**src/rtl/gate_bist_engine.sv**
```systemverilog
// Built-in self-test engine for a 2-input combinational gate: steps {a,b} through 00..11,
// compares the gate output against EXPECT. Optional macro BIST_STOP_ON_FAIL_EN ends the run on the first mismatch.
module gate_bist_engine #(
    parameter int         SETTLE_CYCLES = 2,
    parameter logic [3:0] EXPECT        = 4'b1000
) (
    input  logic       clk,
    input  logic       rst,
    input  logic       start,
    input  logic       c_in,
    output logic       a_out,
    output logic       b_out,
    output logic       busy,
    output logic       done,
    output logic       pass,
    output logic [2:0] fail_count,
    output logic [1:0] first_fail_vec,
    output logic       fail_valid
);

    // A zero settle time still needs one cycle for the registered vector to reach the gate.
    localparam int N  = (SETTLE_CYCLES < 1) ? 1 : SETTLE_CYCLES;
    localparam int CW = (N > 1) ? $clog2(N) : 1;
    localparam logic [CW-1:0] CNT_LAST = CW'(N - 1);

    typedef enum logic [1:0] {IDLE, SETTLE, CHECK, DONE} state_t;

    state_t        state_reg, state_next;
    logic [1:0]    vec_reg, vec_next;
    logic [CW-1:0] cnt_reg, cnt_next;
    logic [2:0]    fail_count_reg, fail_count_next;
    logic [1:0]    first_fail_reg, first_fail_next;
    logic          fail_valid_reg, fail_valid_next;
    logic          mismatch;

    assign mismatch = (c_in != EXPECT[vec_reg]);

    always_ff @(posedge clk) begin
        if (rst) begin
            state_reg      <= IDLE;
            vec_reg        <= 2'd0;
            cnt_reg        <= '0;
            fail_count_reg <= 3'd0;
            first_fail_reg <= 2'd0;
            fail_valid_reg <= 1'b0;
        end else begin
            state_reg      <= state_next;
            vec_reg        <= vec_next;
            cnt_reg        <= cnt_next;
            fail_count_reg <= fail_count_next;
            first_fail_reg <= first_fail_next;
            fail_valid_reg <= fail_valid_next;
        end
    end

    always_comb begin
        state_next      = state_reg;
        vec_next        = vec_reg;
        cnt_next        = cnt_reg;
        fail_count_next = fail_count_reg;
        first_fail_next = first_fail_reg;
        fail_valid_next = fail_valid_reg;
        case (state_reg)
            IDLE, DONE: begin
                if (start) begin
                    state_next      = SETTLE;
                    vec_next        = 2'd0;
                    cnt_next        = '0;
                    fail_count_next = 3'd0;
                    first_fail_next = 2'd0;
                    fail_valid_next = 1'b0;
                end
            end
            SETTLE: begin
                if (cnt_reg == CNT_LAST) begin
                    state_next = CHECK;
                end else begin
                    cnt_next = cnt_reg + CW'(1);
                end
            end
            CHECK: begin
                if (mismatch) begin
                    // At most four vectors are checked, so the 3-bit count cannot wrap.
                    fail_count_next = fail_count_reg + 3'd1;
                    if (!fail_valid_reg) begin
                        first_fail_next = vec_reg;
                        fail_valid_next = 1'b1;
                    end
                end
`ifdef BIST_STOP_ON_FAIL_EN
                if (mismatch || vec_reg == 2'd3) begin
`else
                if (vec_reg == 2'd3) begin
`endif
                    state_next = DONE;
                end else begin
                    vec_next   = vec_reg + 2'd1;
                    cnt_next   = '0;
                    state_next = SETTLE;
                end
            end
            default: state_next = IDLE;
        endcase
    end

    assign a_out          = vec_reg[1];
    assign b_out          = vec_reg[0];
    assign busy           = (state_reg == SETTLE) || (state_reg == CHECK);
    assign done           = (state_reg == DONE);
    assign pass           = done && (fail_count_reg == 3'd0);
    assign fail_count     = fail_count_reg;
    assign first_fail_vec = first_fail_reg;
    assign fail_valid     = fail_valid_reg;

endmodule

```
**config.mk**
```make
export PLATFORM = sky130hd
export DESIGN_NAME = gate_bist_engine
export DESIGN_NICKNAME = d
export VERILOG_FILES = /design/src/rtl/gate_bist_engine.sv
export SDC_FILE = /design/constraint.sdc
export NUM_CORES = 1
export LEC_CHECK = 0
export ABC_AREA = 1
export CORE_UTILIZATION = 50
export DETAILED_ROUTE_END_ITERATION = 10
export MAX_ROUTING_LAYER = met4
export PLACE_DENSITY_LB_ADDON = 0.2
export SLEW_MARGIN = 10
export SYNTH_ARGS = -nofsm -noshare
export SYNTH_HDL_FRONTEND = slang
export SYNTH_SLANG_ARGS = --single-unit
export TNS_END_PERCENT = 20
```
**constraint.sdc**
```tcl
create_clock -name clk -period 2.25 [get_ports clk]
set_input_delay 0.3375 -clock clk [delete_from_list [all_inputs] [get_ports clk]]
set_output_delay 0.3375 -clock clk [all_outputs]
set_load 0.02 [all_outputs]
```
# Yosys cells after proc, flatten, opt, wreduce, memory -nomap -nowiden
# Cells that the tools add are included.
[op_classes] n_lt_le_gt_ge=1 eq_ne=10 add_sub_neg=3 n_reduce_logical=11 n_mux=21
[ops] operator="2-to-1 mux 2 bit" n=7
[ops] operator="!= test 2 bit (second input constant)" n=5
[ops] operator="case mux 2 bit (2 select lines)" n=2
[ops] operator="== test 2 bit (second input constant)" n=3
[ops] operator="2-to-1 mux 3 bit" n=2
[ops] operator="case mux 2 bit (3 select lines)" n=1
[ops] operator="case mux 3 bit (2 select lines)" n=1
[ops] operator="AND reduction 3 bit" n=2
[ops] operator="2-to-1 mux 1 bit" n=5
[ops] operator="AND reduction 2 bit" n=2
[ops] operator="AND reduction 4 bit" n=1
[ops] operator="adder 3 x 1 -> 3 bit (second input constant)" n=1
[ops] operator="zero test 3 bit" n=1
[ops] operator="< comparator 2 x 3 -> 1 bit (second input constant)" n=1
[ops] operator="case mux 1 bit (3 select lines)" n=1
[ops] operator="adder 2 x 1 -> 2 bit (second input constant)" n=1
[ops] operator="binary-select mux 1 bit (select 2 bit)" n=1
[ops] operator="== test 2 x 1 -> 1 bit (second input constant)" n=1
[ops] operator="zero test 2 bit" n=1
[ops] operator="case mux 1 bit (2 select lines)" n=1
[ops] operator="nonzero test 2 bit" n=1
[ops] operator="OR reduction 2 bit" n=1
[ops] operator="adder 1 bit (second input constant)" n=1
[ops] operator="logical AND 1 bit" n=1
[ops] operator="2 further kinds" n=2
[word_totals] word_cells=52 output_inout_bits=11 reg_bits=11 in_bits=4

# Logic depth before layout (Yosys ltp)
# Gate-level depths: netlist of run 1.
[logic_depth] word_depth=5 mapped_depth=9 depth_no_buf=9

# Worst setup path before layout of run 1
# Ideal clock, no wire load.
[synth_path] path_kind="register to register" from="register state_reg[0]" to="register fail_count_reg[2], in the netlist fail_count[2]" setup_ns=0.067 n_path_buf=0 arrival_time_ns=1.450 period_less_slack_ns=1.517 stages_incl_launch_ff=10 slack_ns=0.733 required_time_ns=2.183 cell_sequence="dfxtp_1 > inv_1 > ha_1 > inv_1 > nand2_2 > nand2_4 > inv_4 > nand2_2 > nand2_1 > a21oi_2"
[synth_between] elab_chain_len=4 word_cells_on_any_way=9 classes_between="4 x eq/ne; 1 x mux; 4 x reduce/logical"
[synth_rtl] element="from (decl)" line="28" rtl="state_t state_reg, state_next;"
[synth_rtl] element="from (signal assigned)" line="47" rtl="state_reg <= state_next;"
[synth_rtl] element="== test 2 bit / zero test 2 bit (equally long branches)" line="63" rtl="case (state_reg)"
[synth_rtl] element="OR reduction 2 bit" line="63"
[synth_rtl] element="!= test 2 bit (no source line) / nonzero test 2 bit (equally long branches)"
[synth_rtl] element="AND reduction 3 bit (no source line)"
[synth_rtl] element="to (signal assigned)" line="50" rtl="fail_count_reg <= fail_count_next;"
[synth_rtl] element="to (decl)" line="31" rtl="logic [2:0] fail_count_reg, fail_count_next;"
# Several ways; a longest one is shown, not always the timed one.
# A chain may end at the register's enable or synchronous reset.

# Final worst setup path of run 1
[layout_path] from="register state_reg[0]" to="output busy"
[layout_between] elab_chain_len=2 word_cells_on_any_way=3 classes_between="2 x eq/ne; 1 x reduce/logical"
[layout_rtl] element="== test 2 x 1 -> 1 bit / == test 2 bit (equally long branches)" line="108" rtl="assign busy = (state_reg == SETTLE) || (state_reg == CHECK);"
[layout_rtl] element="logical OR 1 bit (*)" line="108"
[layout_rtl] element="to (decl)" line="13" rtl="output logic busy,"
# Every way passes the cells marked *; elsewhere a longest branch is shown, timed or not.

==> results of run 1 <==
-- report_power, final --
group	total (µW)	leakage (µW)	switching (µW)	internal, µW
combinational	354	0.000281	217	137
sequential	250	0.0000896	24.1	226
clock	131	0.0000150	62.0	68.5
total	734	0.000385	303	431
-- area by class of cell --
class                   instances  area, µm²
multi-input cells              70        395
fillers                       104        313
flip-flops and latches         11        220
repair buffers                 15        148
inverters                      17       66.3
clock buffers                   4       26.3
well taps                      14       17.5
-- kinds of logic (layout without fill, tap and decap cells) --
kind of cell / Yosys count / count (layout) / share of synthesized area (%)
adder cells (fa/ha/maj): 8 / 8 / 14.6
AND/OR/NAND/NOR: 47 / 47 / 31.2
AO/OA/AOI/OAI: 15 / 15 / 11.9
flip-flops: 11 / 11 / 32.1
buffers and inverters: 18 / 36 / 10.2
-- layer usage --
metal / routed length, µm / part of all wire, % / up-vias / track usage [%]
li1: - / - / 346 / -
met1: 627 / 47 / 270 / 26.1
met2: 629 / 48 / 14 / 34.6
met3: 66 / 5.0 / 0 / 8.67
met4: 0 / 0 / 0 / 2.59
met5: 0 / 0 / - / -
-- worst paths after layout --
kind	startpoint	endpoint
setup / recovery	state_reg[0]	busy
hold / removal	first_fail_vec[0]	first_fail_vec[0]
setup reg to reg	state_reg[0]	fail_count[1]
hold reg to reg	first_fail_vec[0]	first_fail_vec[0]
-- cell usage in the layout (no fill, tap or decap), types with 2 or more instances in the layout --
master,netlist,layout
sky130_fd_sc_hd__a21oi_1,10,10
sky130_fd_sc_hd__clkbuf_4,0,3
sky130_fd_sc_hd__clkdlybuf4s50_1,0,14
sky130_fd_sc_hd__dfxtp_1,11,11
sky130_fd_sc_hd__ha_1,8,8
sky130_fd_sc_hd__inv_1,15,15
sky130_fd_sc_hd__nand2_1,24,24
sky130_fd_sc_hd__nand2_2,2,2
sky130_fd_sc_hd__nand3_1,9,9
sky130_fd_sc_hd__nor2_1,8,8
sky130_fd_sc_hd__o21ai_0,3,3
-- critical path, stage by stage, from the launching register on --
cell and delay, ns:
sky130_fd_sc_hd__dfxtp_1 0.39, sky130_fd_sc_hd__inv_1 0.10, sky130_fd_sc_hd__ha_1 0.31, sky130_fd_sc_hd__inv_1 0.12, sky130_fd_sc_hd__clkdlybuf4s50_1 0.62
-- per-stage QoR --
| stage | std cells | setup slack (ns) | hold WS [ns] | instance area (µm²) |
|---|---|---|---|---|
| after floorplan | 99 | 0.733 | 0.469 | 686 |
| after global placement | 127 | 0.439 | 0.462 | 847 |
| after detailed placement | 127 | 0.399 | 0.471 | 847 |
| after CTS | 131 | 0.109 | 0.490 | 873 |
| after global routing | 131 | 0.0294 | 0.500 | 873 |
| final | 131 | 0.120 | 0.487 | 873 |
==> flow_metrics.tcl, run 1 <==
set metrics [dict create \
    status "completed" \
    synth_seq_cells 11 \
    irDropWorstVdd_mv 0.568 \
    setup.worst_path.start_class "register" \
    cts-root-buf "sky130_fd_sc_hd__clkbuf_4" \
    synthesis.area_per_instance_um2 6.93 \
    finalSetupTns_ns 0 \
    detailedRoute.firstPassIterationCount 4 \
    hp-class "register to register" \
    cts_hold_buffers 0 \
    post-synth-top-area-cell "sky130_fd_sc_hd__dfxtp_1" \
    syn-num-nets 111 \
    synthesis.instances 99 \
    sum_of_internal_switching_and_leakage_power_uw 734 \
    yosys_warnings 0 \
    worst_clock_skew_ns 0.00984 \
    rows 12 \
    worst_skew_pair.late_latency_ns 0.27 \
    static-leakage-power_uw 0.000385 \
    wire_length_of_the_first_global_routing_pass_um 2170 \
    htree_levels 1 \
    hold_violations 0 \
    worst-endpoint-required_ns 1.91 \
    fmax_mhz 470 \
    cap_viol_max_count 0 \
    largest_net_degree_at_the_start_of_global_routing 9 \
    start_util_pct 57.8 \
    cts.sinks 11 \
    tritoncts.num_buffers 3 \
    die_w_um 39.0 \
    drt-wirelength-per-cell_um 10.1 \
    power-per-cell-area_nw_per_um2 841 \
    report.final.slew_viol_count 0 \
    antenna_diode_count 0 \
    drtIter0Drc 8 \
    synth_top_cells_by_area "sky130_fd_sc_hd__dfxtp_1, sky130_fd_sc_hd__ha_1, sky130_fd_sc_hd__nand2_1, sky130_fd_sc_hd__inv_1, sky130_fd_sc_hd__a21oi_1" \
    drt-vias-per-instance 4.81 \
    layout_min_cycle_time_ns 2.13 \
    proportion_of_layout_cells_with_a_drive_suffix_above_1_pct 10.3 \
    postLayoutCoreUtil_pct 73.6 \
    critical_path_class "register to output pin" \
    largest_fanout_of_any_net_on_the_critical_path 4 \
    postRouteAntennaNets 0 \
    setup_viol 0 \
    synth_top_cells_by_count "sky130_fd_sc_hd__nand2_1, sky130_fd_sc_hd__inv_1, sky130_fd_sc_hd__dfxtp_1" \
    grt-ovfl-total 0 \
    timing_worst_slew_pin_value_ns 0.296 \
    slew_headroom_pct 80.1 \
    min_period_over_period_pct 94.6 \
    setup.reg_to_reg.worst_slack_ns 0.75 \
    drc 0 \
    dp_hpwl_um 1090 \
    gp_congestion 0.757 \
    synth_edf_count 0 \
    die-area_um2 1520 \
    largest_register_ff_count 3 \
    placement.io_buffers 14 \
    synth.top_cell.area_share_pct 32.1 \
    synthesis.area_um2 686 \
    wirelength_um 1320 \
    grt_pass1_vias 541 \
    cts_clk_pin_slew_worst_paths_ns 0.07 \
    finish.net_count 130 \
    die_y_um 39.0 \
    grt_setup_unrepaired "false" \
    synth-seq-area-share_pct 32.1 \
    yosys_most_used_dff "sky130_fd_sc_hd__dfxtp_1" \
    min_path_cells 2 \
    cts_max_path_buffers 2 \
    leading_cell_type_by_number_of_instances_after_synthesis "sky130_fd_sc_hd__nand2_1" \
    core_area_um2 1190 \
    synthToLayoutAreaGrowth_pct 27.4 \
    cts_tree "done" \
    cts_setup_buffers 0 \
    ys_types 18 \
    synthArstFlopShare_pct 0 \
    critical_path_arrival_ns 1.79 \
    initial_antenna_violation_count 0 \
    cts.repair.resized 0 \
    grt_util_all_layers_pct 21.6 \
    pin_count 15 \
    num_vias 630 \
    reg2reg_depth 9 \
    endpoint_kind "output pin" \
]
No activity file was read; power rests on OpenSTA's default activity.
==> run 2, diff against run 1 <==
- GPL_TIMING_DRIVEN: not set -> 0
==> flow_metrics.tcl, run 2 (synthesized netlist as in run 1, its figures left out) <==
set metrics [dict create \
    status "completed" \
    grt_util_all_layers_pct 22.2 \
    finalSetupTns_ns 0 \
    cts_clk_pin_slew_worst_paths_ns 0.07 \
    placed_cell_area_um2 833 \
    die_w_um 39.0 \
    largest_register_ff_count 3 \
    rows 12 \
    cap_viol_max_count 0 \
    postRouteAntennaNets 0 \
    min_period_over_period_pct 86.5 \
    placement.io_buffers 13 \
    layout_commonest_cell "sky130_fd_sc_hd__nand2_1" \
    report.final.slew_viol_count 0 \
    core_area_um2 1190 \
    setup_viol 0 \
    hp-class "input pin to register" \
    cts_tree "done" \
    irDropWorstVdd_mv 0.480 \
    initial_antenna_violation_count 0 \
    fmax_mhz 514 \
    antenna_diode_count 0 \
    drt-wirelength-per-cell_um 9.80 \
    r2r-end "state_reg[0]" \
    synthToLayoutAreaGrowth_pct 25.7 \
    setup.worst_path.start_class "register" \
    wire_length_of_the_first_global_routing_pass_um 2150 \
    tritoncts.num_buffers 3 \
    htree_levels 1 \
    start_util_pct 57.8 \
    critical_path_arrival_ns 1.61 \
    endpoint_kind "output pin" \
    grt-ovfl-total 0 \
    sum_of_internal_switching_and_leakage_power_uw 727 \
    detailedRoute.firstPassIterationCount 2 \
    cts-root-buf "sky130_fd_sc_hd__clkbuf_4" \
    setup.reg_to_reg.worst_slack_ns 0.76 \
    critical_path_class "register to output pin" \
    static-leakage-power_uw 0.000391 \
    postLayoutCoreUtil_pct 72.7 \
    worst-endpoint-required_ns 1.91 \
    worst_hold_slack_across_all_endpoints_ns 0.426 \
    finish.net_count 129 \
    grt_setup_unrepaired "false" \
    grt_pass1_vias 553 \
    die_y_um 39.0 \
    proportion_of_layout_cells_with_a_drive_suffix_above_1_pct 9.48 \
    drc 0 \
    worst_hold_path.endpoint "fail_count[2]" \
    gp_congestion 0.751 \
    largest_fanout_of_any_net_on_the_critical_path 5 \
    die-area_um2 1520 \
    hold_violations 0 \
    power-per-cell-area_nw_per_um2 844 \
    min_path_cells 2 \
    timing_worst_slew_pin_value_ns 0.392 \
    final_area_um2 862 \
    worst_skew_pair.late_latency_ns 0.27 \
    cts.sinks 11 \
    dp_hpwl_um 1010 \
    num_vias 641 \
    timing.hold.worst.start "rst" \
    largest_net_degree_at_the_start_of_global_routing 9 \
    slew_headroom_pct 73.9 \
    drt-vias-per-instance 4.93 \
    beginning_of_the_worst_register_to_register_path "state_reg[0]" \
    reg2reg_depth 6 \
    layout_common_cells "sky130_fd_sc_hd__nand2_1, sky130_fd_sc_hd__inv_1, sky130_fd_sc_hd__clkdlybuf4s50_1, sky130_fd_sc_hd__dfxtp_1, sky130_fd_sc_hd__a21oi_1" \
    layout_min_cycle_time_ns 1.95 \
    wirelength_um 1270 \
    drtIter0Drc 7 \
    cts_max_path_buffers 2 \
    pin_count 15 \
    worst_clock_skew_ns 0.00627 \
]
[run 2: critical path: stages, from the launching register on]
cell	delay (ns)
sky130_fd_sc_hd__dfxtp_1	0.40
sky130_fd_sc_hd__ha_1	0.21
sky130_fd_sc_hd__nand2_1	0.06
sky130_fd_sc_hd__nor2_1	0.07
sky130_fd_sc_hd__clkdlybuf4s50_1	0.60
[run 2: final cells by class]
type                    count  area [µm²]
multi-input cells          70         395
fillers                   104         324
flip-flops and latches     11         220
repair buffers             13         133
inverters                  17        66.3
clock buffers               4        26.3
well taps                  14        17.5
plain buffers               1        3.75
[run 2: metrics by stage]
stage          setup slack, ns  cells
2_1_floorplan            0.733     99
4_1_cts                 0.0969    130
5_1_grt                  0.201    130
3_3_place_gp             0.419    126
6_report                 0.304    130
3_5_place_dp             0.402    126
[run 2: worst max path at each step]
stage | startpoint | depth (start not counted) | slack [ns] | to
after global routing | state_reg[1] | 4 | 0.20 | pass
after detailed placement | state_reg[0] | 4 | 0.40 | busy
after global placement | state_reg[0] | 4 | 0.42 | busy
after floorplan | state_reg[0] | 9 | 0.73 | fail_count[2]
after CTS | state_reg[0] | 4 | 0.1 | busy
final | state_reg[1] | 4 | 0.30 | pass
[run 2: power breakdown]
| group | internal [µW] | switching (µW) | leakage [µW] | total, µW |
|---|---|---|---|---|
| registers | 226 | 23.4 | 0.0000896 | 249 |
| logic | 132 | 213 | 0.000286 | 345 |
| clock network | 68.8 | 64.8 | 0.0000150 | 134 |
[run 2: metal layers]
| metal | routed length, µm | up-vias | share of wire (%) | track usage [%] |
|---|---|---|---|---|
| li1 | - | 347 | - | - |
| met1 | 609 | 275 | 48 | 23.1 |
| met2 | 570 | 12 | 45 | 34.6 |
| met3 | 60 | 7 | 4.7 | 10.4 |
| met4 | 35 | 0 | 2.7 | 12.1 |
| met5 | 0 | - | 0 | - |
[run 2: timing repair]
item,4_1_cts,5_1_grt
hold buffers,0,0
buffers inserted,0,0
setup endpoints to repair,0,1
resized for setup,0,1
==> run 3, diff against run 2 <==
- CORE_UTILIZATION: 50 -> 43
- SKIP_LAST_GASP: not set -> 1
- clock period: 2.25 -> 1.59 ns (I/O delays scaled with it)
==> flow_metrics.tcl, run 3 (synthesized netlist as in run 1, its figures left out) <==
set metrics [dict create \
    synthToLayoutAreaGrowth_pct 24.3 \
    dp_worst_setup_slack_ns -0.167 \
    core_area_um2 1490 \
    layout_commonest_cell "sky130_fd_sc_hd__nand2_1" \
    cts_setup_buffers 0 \
    finish.net_count 129 \
    proportion_of_layout_cells_with_a_drive_suffix_above_1_pct 12.1 \
    reg2reg_depth 9 \
    cts_clk_pin_slew_worst_paths_ns 0.08 \
    start_util_pct 46.1 \
    initial_antenna_violation_count 0 \
    report.final.slew_viol_count 0 \
    cts_hold_buffers 0 \
    setup_viol 0 \
    critPathTopFamily "buffers and inverters" \
    endpoint_kind "output pin" \
    grt_util_all_layers_pct 16.5 \
    irDropWorstVdd_mv 0.682 \
    die_y_um 41.9 \
    grt_setup_unrepaired "true" \
    htree_levels 1 \
    die_w_um 41.9 \
    critical_path_class "register to output pin" \
    static-leakage-power_uw 0.000385 \
    slew_headroom_pct 73.6 \
    worst-endpoint-required_ns 1.35 \
    num_vias 645 \
    layout_min_cycle_time_ns 1.56 \
    min_period_over_period_pct 98.3 \
    hold_violations 0 \
    pin_count 15 \
    largest_register_ff_count 3 \
    path_depth 1 \
    gp_congestion 0.796 \
    drt-vias-per-instance 4.89 \
    wirelength_um 1280 \
    die-area_um2 1760 \
    rows 14 \
    cts_max_path_buffers 2 \
    worst_slack_ns 0.0264 \
    slowest_stage "sky130_fd_sc_hd__clkdlybuf4s50_1" \
    drtIter0Drc 6 \
    drc 0 \
    largest_net_degree_at_the_start_of_global_routing 9 \
    cts-root-buf "sky130_fd_sc_hd__clkbuf_4" \
    cts.repair.resized 6 \
    hp-class "input pin to register" \
    critical_path_buf_inv_count 1 \
    cap_viol_max_count 0 \
    layout_common_cells "sky130_fd_sc_hd__nand2_1, sky130_fd_sc_hd__inv_1, sky130_fd_sc_hd__a21oi_1, sky130_fd_sc_hd__dfxtp_1, sky130_fd_sc_hd__clkdlybuf4s50_1" \
    min_path_cells 2 \
    timing_worst_slew_pin_value_ns 0.395 \
    antenna_diode_count 0 \
    cts.sinks 11 \
    postRouteAntennaNets 0 \
    detailedRoute.firstPassIterationCount 2 \
    worst_hold_slack_across_all_endpoints_ns 0.338 \
    tritoncts.num_buffers 3 \
    worst_clock_skew_ns 0.00333 \
    status "completed" \
    worst_skew_pair.late_latency_ns 0.27 \
    drt-wirelength-per-cell_um 9.71 \
    critPathMaxStageDelay_ns 0.64 \
    dp_hpwl_um 1010 \
    critical_path_arrival_ns 1.33 \
    cts_tree "done" \
    grt_pass1_vias 557 \
    placement.io_buffers 13 \
    power-per-cell-area_nw_per_um2 1210 \
    grt-ovfl-total 0 \
    setup.worst_path.start_class "register" \
    wire_length_of_the_first_global_routing_pass_um 2210 \
    largest_fanout_of_any_net_on_the_critical_path 5 \
    fmax_mhz 640 \
    crit_chain "clkdlybuf4s50_1" \
]
[run 3: cell types whose count changed in the layout (fill, tap and decap cells not counted), sizes merged]
| cell | delta |
|---|---|
| buf | +1 |
| clkbuf | +1 |
| clkdlybuf4s50 | -2 |
| dlygate4sd2 | +1 |
| dlymetal6s2s | -1 |
[run 3: per-stage QoR]
step                instances  instance area (µm²)  TNS (ns)  total power [µW]  util, %
global placement          128                  836    -0.150               848     56.1
finish                    132                  852         0              1030     57.2
detailed placement        128                  836    -0.167               857     56.1
CTS                       132                  855   -0.0388              1040     57.4
floorplan                  99                  686         0               716        -
global route              132                  852   -0.0338              1110     57.2
[run 3: path summary, 6_finish.rpt]
path | from | to | slack, ns
max | fail_count[0] | fail_count[0] | 0.03
min | rst | fail_count[2] | 0.34
max reg2reg | state_reg[0] | fail_count[2] | 0.13
min reg2reg | first_fail_vec[1] | first_fail_vec[1] | 0.48
[run 3: area by class of cell]
cell class | count | area [µm²]
Timing Repair Buffer | 13 | 119
Fill cell | 147 | 637
Clock buffer | 4 | 26.3
Multi-Input combinational cell | 70 | 395
Tap cell | 16 | 20.0
Inverter | 17 | 66.3
Buffer | 1 | 3.75
Sequential cell | 11 | 221
[run 3: routing by layer]
metal	track usage [%]	part of all wire (%)	wire length, µm	vias to the layer above
met5	-	0	0	-
met4	7.74	0.78	10	0
met3	2.61	3.0	38	2
met2	26.9	46	590	8
met1	19.9	50	643	289
li1	-	-	-	346
[run 3: where the power goes]
part	internal [µW]	total [µW]	switching [µW]
logic	175	483	307
registers	321	355	33.4
clock network	97.0	195	98.3
total	594	1030	439
==> edit (settings of run 3) <==
Add a define of `BIST_STOP_ON_FAIL_EN`.
--- a/src/rtl/gate_bist_engine.sv
+++ b/src/rtl/gate_bist_engine.sv
@@ -1,5 +1,7 @@
 // Built-in self-test engine for a 2-input combinational gate: steps {a,b} through 00..11,
 // compares the gate output against EXPECT. Optional macro BIST_STOP_ON_FAIL_EN ends the run on the first mismatch.
+`define BIST_STOP_ON_FAIL_EN
+
 module gate_bist_engine #(
     parameter int         SETTLE_CYCLES = 2,
     parameter logic [3:0] EXPECT        = 4'b1000
Check against the original RTL: not equivalent (Yosys sat finds a counterexample within 10 cycles, from zero or initial values and one cycle with rst high).
==> edit against run 3 <==
  * Synthesized area increased by 6.4%
  * Sequential share of layout area down 1.6 points
  * Worst setup slack improved by 29 ps
  * Global-route usage rose by 1.2 points
  * First-iteration DRC count rose by 100%
  * Cell area up 8.8%
  * Clock power up 4%
  * Sequential cell count unchanged
  * Total power increased by 49%
  * Largest power group unchanged
  * Critical endpoint is now a_out
  * Die area is 6.1% higher
  * Non-clock buffer count rose by 1
  * Wire length grew 5.3%
  * Clock skew shrank 1.0 ps
  * Combinational power grew 85%
==> edit: results (changes against run 3) <==
status finished, final reports clean; DR vias 661 (+2.5%); synthesized instance count 105 (+6.1%); Worst setup startpoint vec_reg[1]$_SDFFE_PP0P_; port buffer count 14 (+1); top cells by area, synth dfxtp_1 (30%), ha_1 (15%), nand2_1 (14%); hold_sp first_fail_vec[0]$_SDFFE_PP0P_; routed length on met1 609 um (-5.3%); Sw Share 0.462 (+0.0373); fillers 145 (-1.4%); Clock group 0.203 mW (+4%); worst reg2reg endpoint fail_count[1]$_SDFFE_PP0P_; metal3 WL 48 um (+26%); nonclk buf count 15 (+1); met2 WL post-DR 652 um (+11%); met1 Usage GRT 0.209 (+0.00985); met2 usage 0.281 (+0.0118); Reg power frac 0.288 (-0.056); layout cells sized above 1 0.154 (+0.0338); Multi-In Gates 74 (+5.7%); Max VDD drop 805 uV (+18%); Detailed Place HPWL 1030 um (+2.0%); Final GP Congestion 0.812 (+2.0%); Post-Syn Nets 118 (+6.3%); dpl cell area 890 sq um (+6.4%); footprint of the multi-input gates 445 sq um (+13%); sequential area share after synthesis 0.302 (-0.0193); WHS Endpoint first_fail_vec[0]$_SDFFE_PP0P_; CP arrival 1300 ps (-30 ps); distinct cell type count after synthesis 16 (-2); FF+latch area 226 sq um (+2.3%); dpl ws -227 ps (-60.4 ps)
[edit: cell count changes in the layout (fill, tap and decap cells not counted), moves of 3 or more]
| cell | before | now |
|---|---|---|
| nor2_1 | 8 | 17 |
| nand4_1 | 0 | 3 |
| nand2_1 | 24 | 28 |
| a21oi_1 | 10 | 6 |
| nand3_1 | 9 | 0 |
[edit: worst max path at each step]
stage	end	slack [ps]	cells after the start
finish	a_out	60	1
global route	pass	-10	5
CTS	busy	-120	4
detailed placement	busy	-230	4
global placement	busy	-210	4
floorplan	fail_count[2]$_SDFFE_PP0P_	110	9
[edit: stage by stage]
stage,total power [mW],hold slack (ps)
CTS,1.53,486
global route,1.69,505
detailed placement,1.33,474
floorplan,1.07,308
global placement,1.31,467
finish,1.54,482
[edit: kinds of logic after synthesis]
logic type                 synth area share
and+or+nand+nor                       0.365
adders and majority gates             0.154
buffers and inverters                 0.105
AOI/OAI and AO/OA                    0.0738
DFF                                   0.302
